`config.mk`:
```
export PLATFORM = sky130hd
export DESIGN_NAME = conv_window_gen
export DESIGN_NICKNAME = d
export VERILOG_FILES = /design/src/rtl/conv_window_gen.sv
export SDC_FILE = /design/constraint.sdc
export NUM_CORES = 1
export LEC_CHECK = 0
export BUFFER_PORTS_ARGS = -buffer_cell sky130_fd_sc_hd__buf_2
export CORE_MARGIN = 8
export CORE_UTILIZATION = 33
export CTS_CLUSTER_SIZE = 24
export DETAILED_ROUTE_END_ITERATION = 6
export PLACE_DENSITY = 0.51
export SLEW_MARGIN = 15
export SYNTH_ARGS = -nofsm -noshare
export SYNTH_HDL_FRONTEND = slang
export SYNTH_SLANG_ARGS = --single-unit
```
`constraint.sdc`:
```
create_clock -name clk -period 4.5 [get_ports clk]
set_clock_uncertainty 0.1 [all_clocks]
set_input_delay 0 -clock clk [delete_from_list [all_inputs] [get_ports clk]]
set_output_delay 0 -clock clk [all_outputs]
set_load 0.1 [all_outputs]
```
`src/rtl/conv_window_gen.sv`:
```
// 3x3 sliding-window generator for a raster pixel stream. Two line buffers supply
// the two rows above the incoming pixel; complete in-image windows are registered out.
module conv_window_gen #(
    parameter int NB_DATA     = 8,
    parameter int IMG_WIDTH   = 16,
    parameter int IMG_HEIGHT  = 16,
    parameter int KERNEL_SIZE = 9
) (
    input  logic                           clk,
    input  logic                           i_rst,
    input  logic                           i_valid,
    input  logic                           i_sof,
    input  logic [NB_DATA-1:0]             i_pixel,
    output logic [NB_DATA*KERNEL_SIZE-1:0] o_window,
    output logic                           o_valid
);

    localparam int CW = $clog2(IMG_WIDTH);
    localparam int RW = $clog2(IMG_HEIGHT);
    localparam int FW = 3 * NB_DATA;
    localparam int WW = NB_DATA * KERNEL_SIZE;

    logic [CW-1:0]      col_r;
    logic [RW-1:0]      row_r;
    logic [WW-1:0]      win_r;
    logic [WW-1:0]      o_window_r;
    logic               o_valid_r;
    logic [NB_DATA-1:0] lb1_r [IMG_WIDTH];
    logic [NB_DATA-1:0] lb2_r [IMG_WIDTH];

    logic [CW-1:0]      cur_col_s;
    logic [RW-1:0]      cur_row_s;
    logic [CW-1:0]      next_col_s;
    logic [RW-1:0]      next_row_s;
    logic [NB_DATA-1:0] lb1_rd_s;
    logic [NB_DATA-1:0] lb2_rd_s;
    logic [WW-1:0]      win_next_s;
    logic               win_ok_s;

    // Position of the pixel on the input, next position, and the shifted window.
    always_comb begin
        cur_col_s  = col_r;
        cur_row_s  = row_r;
        next_col_s = col_r;
        next_row_s = row_r;
        if (i_sof) begin
            cur_col_s = {CW{1'b0}};
            cur_row_s = {RW{1'b0}};
        end else begin
            cur_col_s = col_r;
            cur_row_s = row_r;
        end
        if (cur_col_s == CW'(IMG_WIDTH - 1)) begin
            next_col_s = {CW{1'b0}};
            if (cur_row_s == RW'(IMG_HEIGHT - 1)) begin
                next_row_s = {RW{1'b0}};
            end else begin
                next_row_s = cur_row_s + RW'(1);
            end
        end else begin
            next_col_s = cur_col_s + CW'(1);
            next_row_s = cur_row_s;
        end
        lb1_rd_s = lb1_r[cur_col_s];
        lb2_rd_s = lb2_r[cur_col_s];
        // Each row shifts toward the low (oldest column) end; new column enters on top.
        win_next_s = {i_pixel,  win_r[3*FW-1 -: 2*NB_DATA],
                      lb1_rd_s, win_r[2*FW-1 -: 2*NB_DATA],
                      lb2_rd_s, win_r[FW-1   -: 2*NB_DATA]};
        // Row/column thresholds keep windows inside one frame and one row.
        win_ok_s = (cur_row_s >= RW'(2)) && (cur_col_s >= CW'(2));
    end

    // Counters, window shift register and registered outputs.
    always_ff @(posedge clk) begin
        if (!i_rst) begin
            col_r      <= {CW{1'b0}};
            row_r      <= {RW{1'b0}};
            win_r      <= {WW{1'b0}};
            o_window_r <= {WW{1'b0}};
            o_valid_r  <= 1'b0;
        end else if (i_valid) begin
            col_r     <= next_col_s;
            row_r     <= next_row_s;
            win_r     <= win_next_s;
            o_valid_r <= win_ok_s;
            if (win_ok_s) begin
                o_window_r <= win_next_s;
            end else begin
                o_window_r <= o_window_r;
            end
        end else begin
            o_valid_r <= 1'b0;
        end
    end

    // Line buffers age one row per accepted pixel; contents need no reset.
    always_ff @(posedge clk) begin
        if (i_rst && i_valid) begin
            lb2_r[cur_col_s] <= lb1_r[cur_col_s];
            lb1_r[cur_col_s] <= i_pixel;
        end
    end

    assign o_window = o_window_r;
    assign o_valid  = o_valid_r;

endmodule
```
==> out/results.tsv, run 1 <==
stage	metric	value	unit
logic_synthesis	async_reset_ff_share	0	%
place	detailedPlacementHpwl	26800	um
finish	final_nets	1284	
worst_setup_path	timing_worst_setup_path_type	flop to flop	
global_routing	grt_max_degree	77	
logic_synthesis	mean_syn_cell_area	12.9	sq um
clock_network	cts.sink_count	385	
floorplanning	die_x	231	um
clock_network	post_cts.resized_instances	0	
clock_network	post_cts_hold_buffer_count	11	
routing	dr_total_vias	10100	
pwr	vdd.ir_drop.worst	234	uV
routing	drt_iter0_drc	878	
sta	final.min_clock_period	3340	ps
routing	post_drt_wl_per_cell	22.8	um
logic_synthesis	synth-edff-count	256	
worst_setup_path	critical_path.max_fanout	76	
floorplanning	die-area	53300	sq um
logic_synthesis	yosys.cell_types.count	47	
finish	syn2layout_area_growth	17.1	%
worst_setup_path	worstSetupStartpoint	col_r[0]	
global_routing	grt-ovfl-total	0	
pwr	total_power_per_unit_cell_area	428	nW/um^2
sta	relSlewSlack	31.9	%
worst_setup_path	r2r_setup_slack	1160	ps
floorplanning	coreArea	45500	sq um
global_routing	initial_antenna_violation_count	0	
place	port_buffers	84	
logic_synthesis	synthesis.yosys.warnings	0	
place	place.gp.congestion	0.781	
sta	post-route-period-util	74.2	%
global_routing	global_route.usage.total	15.8	%
sta	unrepaired_setup_endpoints_after_global_routing	no	
logic_synthesis	syn_nets	1198	
worst_setup_path	cp-endpoint	lb2_r[15][4]	
clock_network	cts_inserted_buffers	41	
worst_setup_path	worst_r2r_endpoint	lb2_r[15][4]	
routing	detail_route.wirelength	43400	um
worst_setup_path	cp.arrival	3350	ps
floorplanning	start_util	33.5	%
clock_network	tritoncts_clock_tree	yes	
sta	setup_viol_count_final	0	
sta	setup-tns-final	0	ps
worst_setup_path	worst_ep_required_time	4510	ps
worst_setup_path	kind_of_end_point_of_the_critical_path	flop	
status	run_status	finished clean	
finish	insertedDiodeCount	0	
sta	hold_violations	0	
routing	ant_nets	0	
run	cap_viol_max_count	0	
logic_synthesis	netlist_area	15200	sq um
clock_network	clock-root-buffer	sky130_fd_sc_hd__clkbuf_16	
sta	worst_pin_slew	1020	ps
finish	post_route_cells_drive_above_1_share	18.0	%
min_path	hold_path.class	input port to flop	
clock_network	clk-insertion-delay-late	540	ps
worst_setup_path	critical_path.reg2reg.startpoint	col_r[0]	
sta	drv_slew	0	
floorplanning	die_h	231	um
pwr	total_leakage_power	0.00618	uW
routing	drtPass1Iterations	5	
global_routing	wire_length_of_the_first_global_routing_pass	64700	um
floorplanning	io_pins	85	
clock_network	cts_setup_buffers	0	
sta	worst_slack_setup_final	1160	ps
logic_synthesis	synth_seq_cells	385	
routing	drc	0	
clock_network	cts_htree_levels	2	
worst_setup_path	worstSetupStartpointType	flop	
place	preCtsSetupSlack	1150	ps
logic_synthesis	netlist_instances	1183	
finish	layout.cells.most_common	sky130_fd_sc_hd__edfxtp_1	
routing	route.detailed.vias_per_inst	5.30	
logic_synthesis	yosysSeqAreaShare	67.5	%
sta	fmaxAchievable	300	MHz
worst_setup_path	ff2ff_path_depth	5	
clock_network	cts_buffer_depth	3	
finish	commonest_cells_after_routing_fill_and_taps_aside	sky130_fd_sc_hd__edfxtp_1, sky130_fd_sc_hd__dfxtp_1, sky130_fd_sc_hd__a21oi_1, sky130_fd_sc_hd__mux2i_1, sky130_fd_sc_hd__o21ai_0	
clock_network	clkSlewWorstSetupHoldPaths	60	ps
global_routing	grt_pass1_vias	9882	
floorplanning	placementRows	78	
logic_synthesis	ys_dominant_reg_cell	sky130_fd_sc_hd__edfxtp_1	
## flip-flops by register name (all words and copies together) (netlist names)
register,flops
row_r,4
win_r,48
o_window,72
lb2_r,128
o_valid,1
col_r,4
lb1_r,128
## layout make-up
| class | instances | area (sq um) |
|---|---|---|
| clock inverter | 9 | 96.3 |
| sequential | 385 | 10300 |
| tap | 600 | 751 |
| inverter | 11 | 42.5 |
| timing repair buffer | 145 | 921 |
| clock buffer | 67 | 1270 |
| fill | 4387 | 27700 |
| multi-input combinational | 685 | 4470 |
## power by group
group / switching [uW] / internal (uW) / leakage (uW)
Clock: 1350 / 2040 / 0.000676
Combinational: 243 / 122 / 0.00214
Sequential: 50.7 / 3820 / 0.00336
Total: 1650 / 5990 / 0.00618
## synth_stat cells, drive strengths merged (32+ instances only)
cell,count,area [sq um]
clkbuf,43,163
nand3,58,290
a21oi,109,546
nor3b,33,248
dfxtp,129,2580
edfxtp,256,7690
o21ai,108,544
nor2,84,318
a22oi,32,290
nand2,44,165
buf,59,339
mux2i,97,971
## per-stage QoR
| step | area (sq um) | util, % | total power [uW] | std cells | hold slack (ps) |
|---|---|---|---|---|---|
| 3_5_place_dp | 16300 | 35.9 | 4300 | 1815 | 358 |
| 6_report | 17800 | 39.2 | 7630 | 1902 | 120 |
| 2_1_floorplan | 15200 | - | 4170 | 1183 | -1.13 |
| 5_1_grt | 17800 | 39.2 | 7870 | 1902 | 131 |
| 3_3_place_gp | 16300 | 35.9 | 4300 | 1815 | 342 |
| 4_1_cts | 17800 | 39.2 | 7700 | 1902 | 84.8 |
## how the worst min path moves through the flow
stage	startpoint	to	slack, ps	depth (start not counted)
2_1_floorplan	i_pixel[0]	lb1_r[0][0]	-1	0
3_3_place_gp	i_valid	win_r[21]	340	2
3_5_place_dp	i_valid	win_r[16]	360	2
4_1_cts	i_sof	col_r[2]	80	5
5_1_grt	i_sof	col_r[2]	130	5
6_report	i_sof	col_r[2]	120	5
## routing by layer
layer  global-route usage (%)  vias up  wire (um)
met1                     21.8     5037      19900
met4                     4.22        0        933
met2                     25.4      308      20000
met3                     2.87       62       2540
met5                        0        -          0
li1                         -     4671          -
## critical path, cell delays in order, from the launching register on
cell                      delay [ps]
sky130_fd_sc_hd__dfxtp_4        1020
sky130_fd_sc_hd__buf_4           580
sky130_fd_sc_hd__mux2i_1         240
sky130_fd_sc_hd__nand2_1          70
sky130_fd_sc_hd__a32oi_1         380
sky130_fd_sc_hd__nand2_1         470
## logic make-up after synthesis
kind of cell | Yosys count | synth area share (%)
DFF | 385 | 67.5
adders and majority gates | 3 | 0.247
muxes | 98 | 6.45
and+or+nand+nor | 245 | 7.84
xor gates and xnor gates | 2 | 0.115
buffers and inverters | 113 | 3.57
AOI/OAI and AO/OA | 337 | 14.3
Power figures use the tool's default switching activity.
==> inputs of run 2 (changes only) <==
- ABC_AREA: not set -> 1
- clock period: 4.5 -> 3.35 ns (I/O delays scaled with it)
==> out/results.tsv, run 2 <==
stage	metric	value	unit	change
status	run_status	finished clean		
floorplanning	die_h	233	um	+1.1%
worst_setup_path	worstSetupStartpointType	input port		
global_routing	grt_max_degree	126		+64%
routing	post_drt_wl_per_cell	19.2	um	-16%
place	dpl-instance-area	16800	sq um	+2.7%
finish	multi_input_area	4370	sq um	-2.2%
clock_network	cts.sink_count	385		unchanged
clock_network	tritoncts_clock_tree	yes		
sta	post-route-period-util	81.2	%	
floorplanning	io_pins	85		unchanged
sta	hold_violations	0		unchanged
worst_setup_path	worst_ep_required_time	3740	ps	-770 ps
logic_synthesis	synth.top_cells.by_area	sky130_fd_sc_hd__edfxtp_1, sky130_fd_sc_hd__dfxtp_1, sky130_fd_sc_hd__nand2_1, sky130_fd_sc_hd__nor2_1, sky130_fd_sc_hd__o21ai_0		
worst_setup_path	timing_worst_setup_path_type	input port to flop		
worst_setup_path	kind_of_end_point_of_the_critical_path	flop		
sta	fmaxAchievable	368	MHz	
floorplanning	placementRows	79		+1.3%
routing	dr_total_vias	11400		+13%
global_routing	grt_pass1_vias	11100		+12%
logic_synthesis	yosys.cell_types.count	26		-45%
place	port_buffers	84		unchanged
worst_setup_path	critical_path.max_fanout	88		+16%
sta	setup_viol_count_final	0		unchanged
place	detailedPlacementHpwl	27700	um	+3.4%
routing	route.detailed.vias_per_inst	4.79		-9.6%
finish	layout.cells.most_common	sky130_fd_sc_hd__nand2_1		
logic_synthesis	synth_seq_cells	385		unchanged
logic_synthesis	post-synth-top-area-fraction	49.4	%	-1.1 points
clock_network	cts_htree_levels	2		unchanged
finish	post_route_cells_drive_above_1_share	12.8	%	-5.1 points
logic_synthesis	synth-edff-count	256		unchanged
logic_synthesis	syn_nets	1658		+38%
pwr	switch_pwr	2330	uW	+41%
place	place.gp.congestion	0.798		+2.2%
clock_network	clkSlewWorstSetupHoldPaths	60	ps	about the same
sta	worst_slack_setup_final	629	ps	-534 ps
finish	seqCellArea	10300	sq um	about the same
finish	commonest_cells_after_routing_fill_and_taps_aside	sky130_fd_sc_hd__nand2_1, sky130_fd_sc_hd__edfxtp_1, sky130_fd_sc_hd__nor2_1, sky130_fd_sc_hd__inv_1, sky130_fd_sc_hd__dfxtp_1		
sta	worst_pin_slew	1180	ps	+159 ps
clock_network	cts_inserted_buffers	42		+2.4%
min_path	hold_path.class	input port to flop		
pwr	internal-power	8000	uW	+34%
routing	drtPass1Iterations	5		unchanged
pwr	p_seq_share	50.4	%	-0.3 points
logic_synthesis	synth_most_common_cell	sky130_fd_sc_hd__nand2_1		
sta	finalHoldWorstSlack	337	ps	+217 ps
global_routing	global_route.usage.total	16.8	%	+0.96 points
logic_synthesis	netlist_area	15600	sq um	+2.3%
logic_synthesis	synth_common_cells	sky130_fd_sc_hd__nand2_1, sky130_fd_sc_hd__edfxtp_1, sky130_fd_sc_hd__nor2_1		
routing	drt_iter0_drc	1075		+22%
logic_synthesis	netlist_instances	1643		+39%
pwr	total_leakage_power	0.00805	uW	+30%
global_routing	grt-ovfl-total	0		unchanged
clock_network	clock-root-buffer	sky130_fd_sc_hd__clkbuf_16		
floorplanning	coreArea	46600	sq um	+2.4%
pwr	total_power	10300	uW	+35%
routing	ant_nets	0		unchanged
pwr	vdd.ir_drop.worst	362	uV	+55%
sta	unrepaired_setup_endpoints_after_global_routing	no		
logic_synthesis	yosysSeqAreaShare	66.0	%	-1.5 points
logic_synthesis	mean_syn_cell_area	9.48	sq um	-26%
place	preCtsSetupSlack	664	ps	-486 ps
run	cap_viol_max_count	0		unchanged
finish	post-route-cell-area	18200	sq um	+2.3%
logic_synthesis	synthesis.yosys.warnings	0		unchanged
pwr	power_frac_clock	43.8	%	-0.7 points
floorplanning	start_util	33.4	%	about the same
finish	final_nets	1761		+37%
sta	relSlewSlack	21.3	%	-11 points
routing	drc	0		unchanged
routing	detail_route.wirelength	45700	um	+5.1%
logic_synthesis	yosysTopAreaCell	sky130_fd_sc_hd__edfxtp_1		
global_routing	initial_antenna_violation_count	0		unchanged
logic_synthesis	async_reset_ff_share	0	%	unchanged
sta	drv_slew	0		unchanged
floorplanning	die_x	233	um	+1.1%
finish	insertedDiodeCount	0		unchanged
pwr	comb_power_share	5.8	%	+1.0 points
clock_network	clk-insertion-delay-late	570	ps	+30 ps
floorplanning	die-area	54400	sq um	+2.1%
global_routing	wire_length_of_the_first_global_routing_pass	69100	um	+6.8%
pwr	total_power_per_unit_cell_area	566	nW/um^2	+32%
sta	final.min_clock_period	2720	ps	
worst_setup_path	cp.arrival	3110	ps	-240 ps
finish	nFillCells	4614		+5.2%
finish	syn2layout_area_growth	17.1	%	about the same
sta	setup-tns-final	0	ps	unchanged
pwr	switching_part_of_the_total_power	22.6	%	+0.99 points
logic_synthesis	ys_dominant_reg_cell	sky130_fd_sc_hd__edfxtp_1		
clock_network	cts_buffer_depth	3		unchanged
run 2: cell types whose count changed after synthesis, sizes merged, moves of 17 or more:
cell / delta
nand2: +463
nor2: +139
inv: +131
mux2i: -96
a21oi: -71
nand3: +63
nor3b: -33
a22oi: -32
a221o: -30
a31oi: -17
run 2: power groups by stage:
stage,Clock (uW),Combinational [uW],Sequential (uW)
final,4520,603,5200
after global routing,4790,675,5200
after CTS,4620,611,5200
after detailed placement,0,597,5300
after global placement,0,594,5300
after floorplan,0,353,5280
run 2: critical path, stage by stage:
cell	delay, ps
sky130_fd_sc_hd__dlygate4sd3_1	550
sky130_fd_sc_hd__buf_2	190
sky130_fd_sc_hd__inv_2	180
sky130_fd_sc_hd__buf_4	340
sky130_fd_sc_hd__nand2_1	140
sky130_fd_sc_hd__inv_1	120
sky130_fd_sc_hd__ha_1	150
sky130_fd_sc_hd__a21oi_1	40
sky130_fd_sc_hd__nand3_1	130
sky130_fd_sc_hd__nand2_4	90
sky130_fd_sc_hd__nor2_8	90
sky130_fd_sc_hd__buf_4	640
sky130_fd_sc_hd__o21ai_0	170
sky130_fd_sc_hd__a21oi_1	170
run 2: cells by family (layout without fill, tap and decap cells):
group / Yosys count / in the layout / synth area share, %
buffers and inverters: 234 / 367 / 6.32
AND/OR/NAND/NOR: 857 / 857 / 22.2
adder cells (fa/ha/maj): 3 / 3 / 0.241
AO/OA/AOI/OAI: 163 / 163 / 5.26
multiplexers: 1 / 1 / 0.0643
flip-flops: 385 / 385 / 66.0
run 2: path summary, 6_finish.rpt:
| path | start | to | slack [ps] | cells after the start |
|---|---|---|---|---|
| worst max-delay path | i_sof | o_window[44] | 630 | 14 |
| worst min-delay path | i_pixel[6] | lb1_r[2][6] | 340 | 2 |
| worst max register to register | col_r[0] | lb2_r[8][2] | 780 | 10 |
| worst min register to register | win_r[9] | o_window[1] | 380 | 2 |
run 2: through the flow:
stage          utilization [%]  instances
2_1_floorplan                -       1643
3_3_place_gp              36.1       2297
3_5_place_dp              36.1       2297
4_1_cts                   39.2       2383
5_1_grt                   39.2       2383
6_report                  39.2       2383
run 2: per-layer routing:
layer / vias to the layer above / track usage, % / share of wire (%)
met1: 5516 / 22.6 / 44
met4: 0 / 5.40 / 2.3
met3: 58 / 2.44 / 5.7
li1: 5521 / - / -
met5: - / 0 / 0
met2: 325 / 27.6 / 48
run 2: repair_timing:
action	in CTS	in global routing
resized for setup	0	0
hold buffers	12	0
setup buffers	0	0
endpoints found under the hold margin	179	0
run 2: cell type report:
cell class	count	share of cell area (%)
clock inverter	11	0.755
inverter	142	2.92
multi-input combinational	1024	23.9
tap	607	4.16
sequential	385	56.3
clock buffer	63	6.53
timing repair buffer	151	5.38
==> inputs of run 3 (changes only) <==
- PLACE_DENSITY: 0.51 -> 0.53
- clock period: 3.35 -> 2.3 ns (I/O delays scaled with it)
==> out/results.tsv, run 3 (synthesis gave the netlist of run 2 again) <==
stage	metric	value	unit	change
status	run_status	finished clean		
global_routing	use_met3	2.44	%	unchanged
worst_setup_path	cpLargestDelayFamily	buffers and inverters		
sta	post-route-period-util	93.3	%	
finish	layout.cells.most_common	sky130_fd_sc_hd__nand2_1		
place	port_buffers	84		unchanged
worst_setup_path	r2r_setup_slack	160	ps	-620 ps
floorplanning	die_h	233	um	unchanged
finish	syn2layout_area_growth	19.1	%	
sta	relSlewSlack	56.1	%	+35 points
run	cap_viol_max_count	0		unchanged
clock_network	tritoncts_clock_tree	yes		
clock_network	cts_setup_buffers	0		unchanged
finish	post_route_cells_drive_above_1_share	14.4	%	+1.5 points
global_routing	grt_max_degree	71		-44%
place	preCtsSetupSlack	111	ps	-553 ps
clock_network	cts_inserted_buffers	42		unchanged
finish	insertedDiodeCount	0		unchanged
worst_setup_path	critical-path-max-stage-delay	550	ps	-90 ps
routing	post_drt_wl_per_cell	18.4	um	-3.8%
place	place.gp.congestion	0.785		-1.7%
routing	ant_nets	0		unchanged
place	dp_cells	2327		+1.3%
sta	setup-tns-final	0	ps	unchanged
floorplanning	start_util	33.4	%	unchanged
routing	drc	0		unchanged
worst_setup_path	cpMostUsedCell	sky130_fd_sc_hd__nand2_1		
min_path	min_to	o_window[35]		
sta	drv_slew	0		unchanged
sta	hold_violations	0		unchanged
finish	post-route-cell-area	18500	sq um	+1.6%
routing	route.detailed.vias_per_inst	4.73		-1.4%
min_path	min-delay-start	i_rst		
sta	finalHoldWorstSlack	332	ps	-5.47 ps
worst_setup_path	crit_chain	dlygate4sd3_1 -> buf_2 -> inv_2 -> nand2_4 -> buf_12 -> nand2_1 -> nand2_1 -> nand3_1 -> nand2_1 -> inv_1 -> nand2_1 -> nor2_1 -> buf_4 -> inv_1 -> buf_4		
worst_setup_path	worst_ep_required_time	2470	ps	-1270 ps
worst_setup_path	worstSetupStartpointType	input port		
worst_setup_path	slowest_stage	sky130_fd_sc_hd__dlygate4sd3_1		
clock_network	clkSlewWorstSetupHoldPaths	60	ps	about the same
routing	detail_route.wirelength	44500	um	-2.5%
floorplanning	coreArea	46600	sq um	unchanged
pwr	total_leakage_power	0.00821	uW	+1.9%
global_routing	global_route.peak_usage_layer	met2		
sta	worst_pin_slew	659	ps	-521 ps
place	dpl-instance-area	17200	sq um	+2.2%
clock_network	cts.sink_count	385		unchanged
global_routing	grtUsageMet2	26.0	%	-1.6 points
place	detailedPlacementHpwl	27600	um	-0.66%
floorplanning	io_pins	85		unchanged
clock_network	cts_htree_levels	2		unchanged
routing	dr_total_vias	11400		-0.026%
finish	final_cells	2416		+1.4%
global_routing	initial_antenna_violation_count	0		unchanged
global_routing	wire_length_of_the_first_global_routing_pass	68000	um	-1.6%
sta	fmaxAchievable	466	MHz	
sta	final.min_clock_period	2150	ps	
worst_setup_path	timing_worst_setup_path_type	input port to flop		
sta	unrepaired_setup_endpoints_after_global_routing	yes		
min_path	hold_path.class	input port to flop		
worst_setup_path	kind_of_end_point_of_the_critical_path	flop		
global_routing	grt.met1_usage	22.2	%	-0.42 points
global_routing	grt-ovfl-total	0		unchanged
worst_setup_path	critical_path.reg2reg.startpoint	col_r[0]		
sta	worst_slack_setup_final	155	ps	-474 ps
floorplanning	die_x	233	um	unchanged
global_routing	grt_pass1_vias	11300		+2.1%
floorplanning	die-area	54400	sq um	unchanged
pwr	vdd.ir_drop.worst	581	uV	+60%
worst_setup_path	worstPathBufferInverterCount	8		+2
min_path	min_delay_path_depth	4		+2
sta	setup_viol_count_final	0		unchanged
worst_setup_path	cp.arrival	2310	ps	-800 ps
finish	final_nets	1791		+1.7%
routing	drtPass1Iterations	4		-1
worst_setup_path	worst_r2r_endpoint	lb2_r[1][5]		
worst_setup_path	ff2ff_path_depth	11		+1
clock_network	clk-insertion-delay-late	540	ps	-30 ps
pwr	total_power_per_unit_cell_area	791	nW/um^2	+40%
worst_setup_path	critical_path.max_fanout	20		-77%
routing	drt_iter0_drc	663		-38%
clock_network	cts_buffer_depth	3		unchanged
floorplanning	placementRows	79		unchanged
clock_network	clock-root-buffer	sky130_fd_sc_hd__clkbuf_16		
global_routing	global_route.usage.total	16.2	%	-0.55 points
finish	commonest_cells_after_routing_fill_and_taps_aside	sky130_fd_sc_hd__nand2_1, sky130_fd_sc_hd__edfxtp_1, sky130_fd_sc_hd__nor2_1, sky130_fd_sc_hd__inv_1, sky130_fd_sc_hd__dfxtp_1		
[run 3: layout make-up]
cell class	count	area, sq um
inverter	142	533
timing repair buffer	181	1360
sequential	385	10300
multi-input combinational	1024	4360
fill	4582	28000
clock buffer	58	1150
tap	607	759
clock inverter	19	97.6
[run 3: stage by stage]
| step | power (uW) | util, % |
|---|---|---|
| after floorplan | 8200 | - |
| after global placement | 8630 | 36.9 |
| after detailed placement | 8640 | 36.9 |
| after CTS | 14800 | 39.8 |
| after global routing | 15200 | 39.8 |
| final | 14700 | 39.8 |
[run 3: timing repair]
action | CTS | global route
resized for setup | 0 | 4
hold buffers | 12 | 0
endpoints found under the setup margin | 0 | 44
hold endpoints to repair | 201 | 0
[run 3: worst max path at each step]
| stage | slack [ps] | cells past startpoint | end | from |
|---|---|---|---|---|
| global placement | 100 | 10 | lb2_r[5][1] | col_r[0] |
| floorplan | -30 | 6 | lb1_r[1][0] | col_r[0] |
| detailed placement | 110 | 12 | lb2_r[7][1] | i_sof |
| finish | 150 | 15 | lb2_r[1][5] | i_sof |
| CTS | 90 | 13 | lb2_r[5][1] | i_sof |
| global route | -10 | 14 | win_r[17] | i_sof |
[run 3: worst reg2reg max path, stage by stage, from the launching register on]
cell and delay (ps):
sky130_fd_sc_hd__dfxtp_2 340, sky130_fd_sc_hd__nand2_4 240, sky130_fd_sc_hd__buf_4 290, sky130_fd_sc_hd__nand2_1 100, sky130_fd_sc_hd__nand3_1 90, sky130_fd_sc_hd__nand2_1 60
sky130_fd_sc_hd__nand2_1 50, sky130_fd_sc_hd__nand2_1 50, sky130_fd_sc_hd__nor2_1 140, sky130_fd_sc_hd__buf_4 190, sky130_fd_sc_hd__inv_1 50, sky130_fd_sc_hd__buf_4 180
[run 3: report_power, final]
| group | total [uW] | switching [uW] | internal, uW |
|---|---|---|---|
| Clock | 6160 | 2650 | 3510 |
| Combinational | 940 | 663 | 277 |
| Sequential | 7570 | 56.8 | 7510 |
[run 3: metal layers]
layer  routed length, um  vias up
met3                1840       64
met5                   0        -
met4                1290        0
met2               20600      224
li1                    -     5591
met1               20800     5538
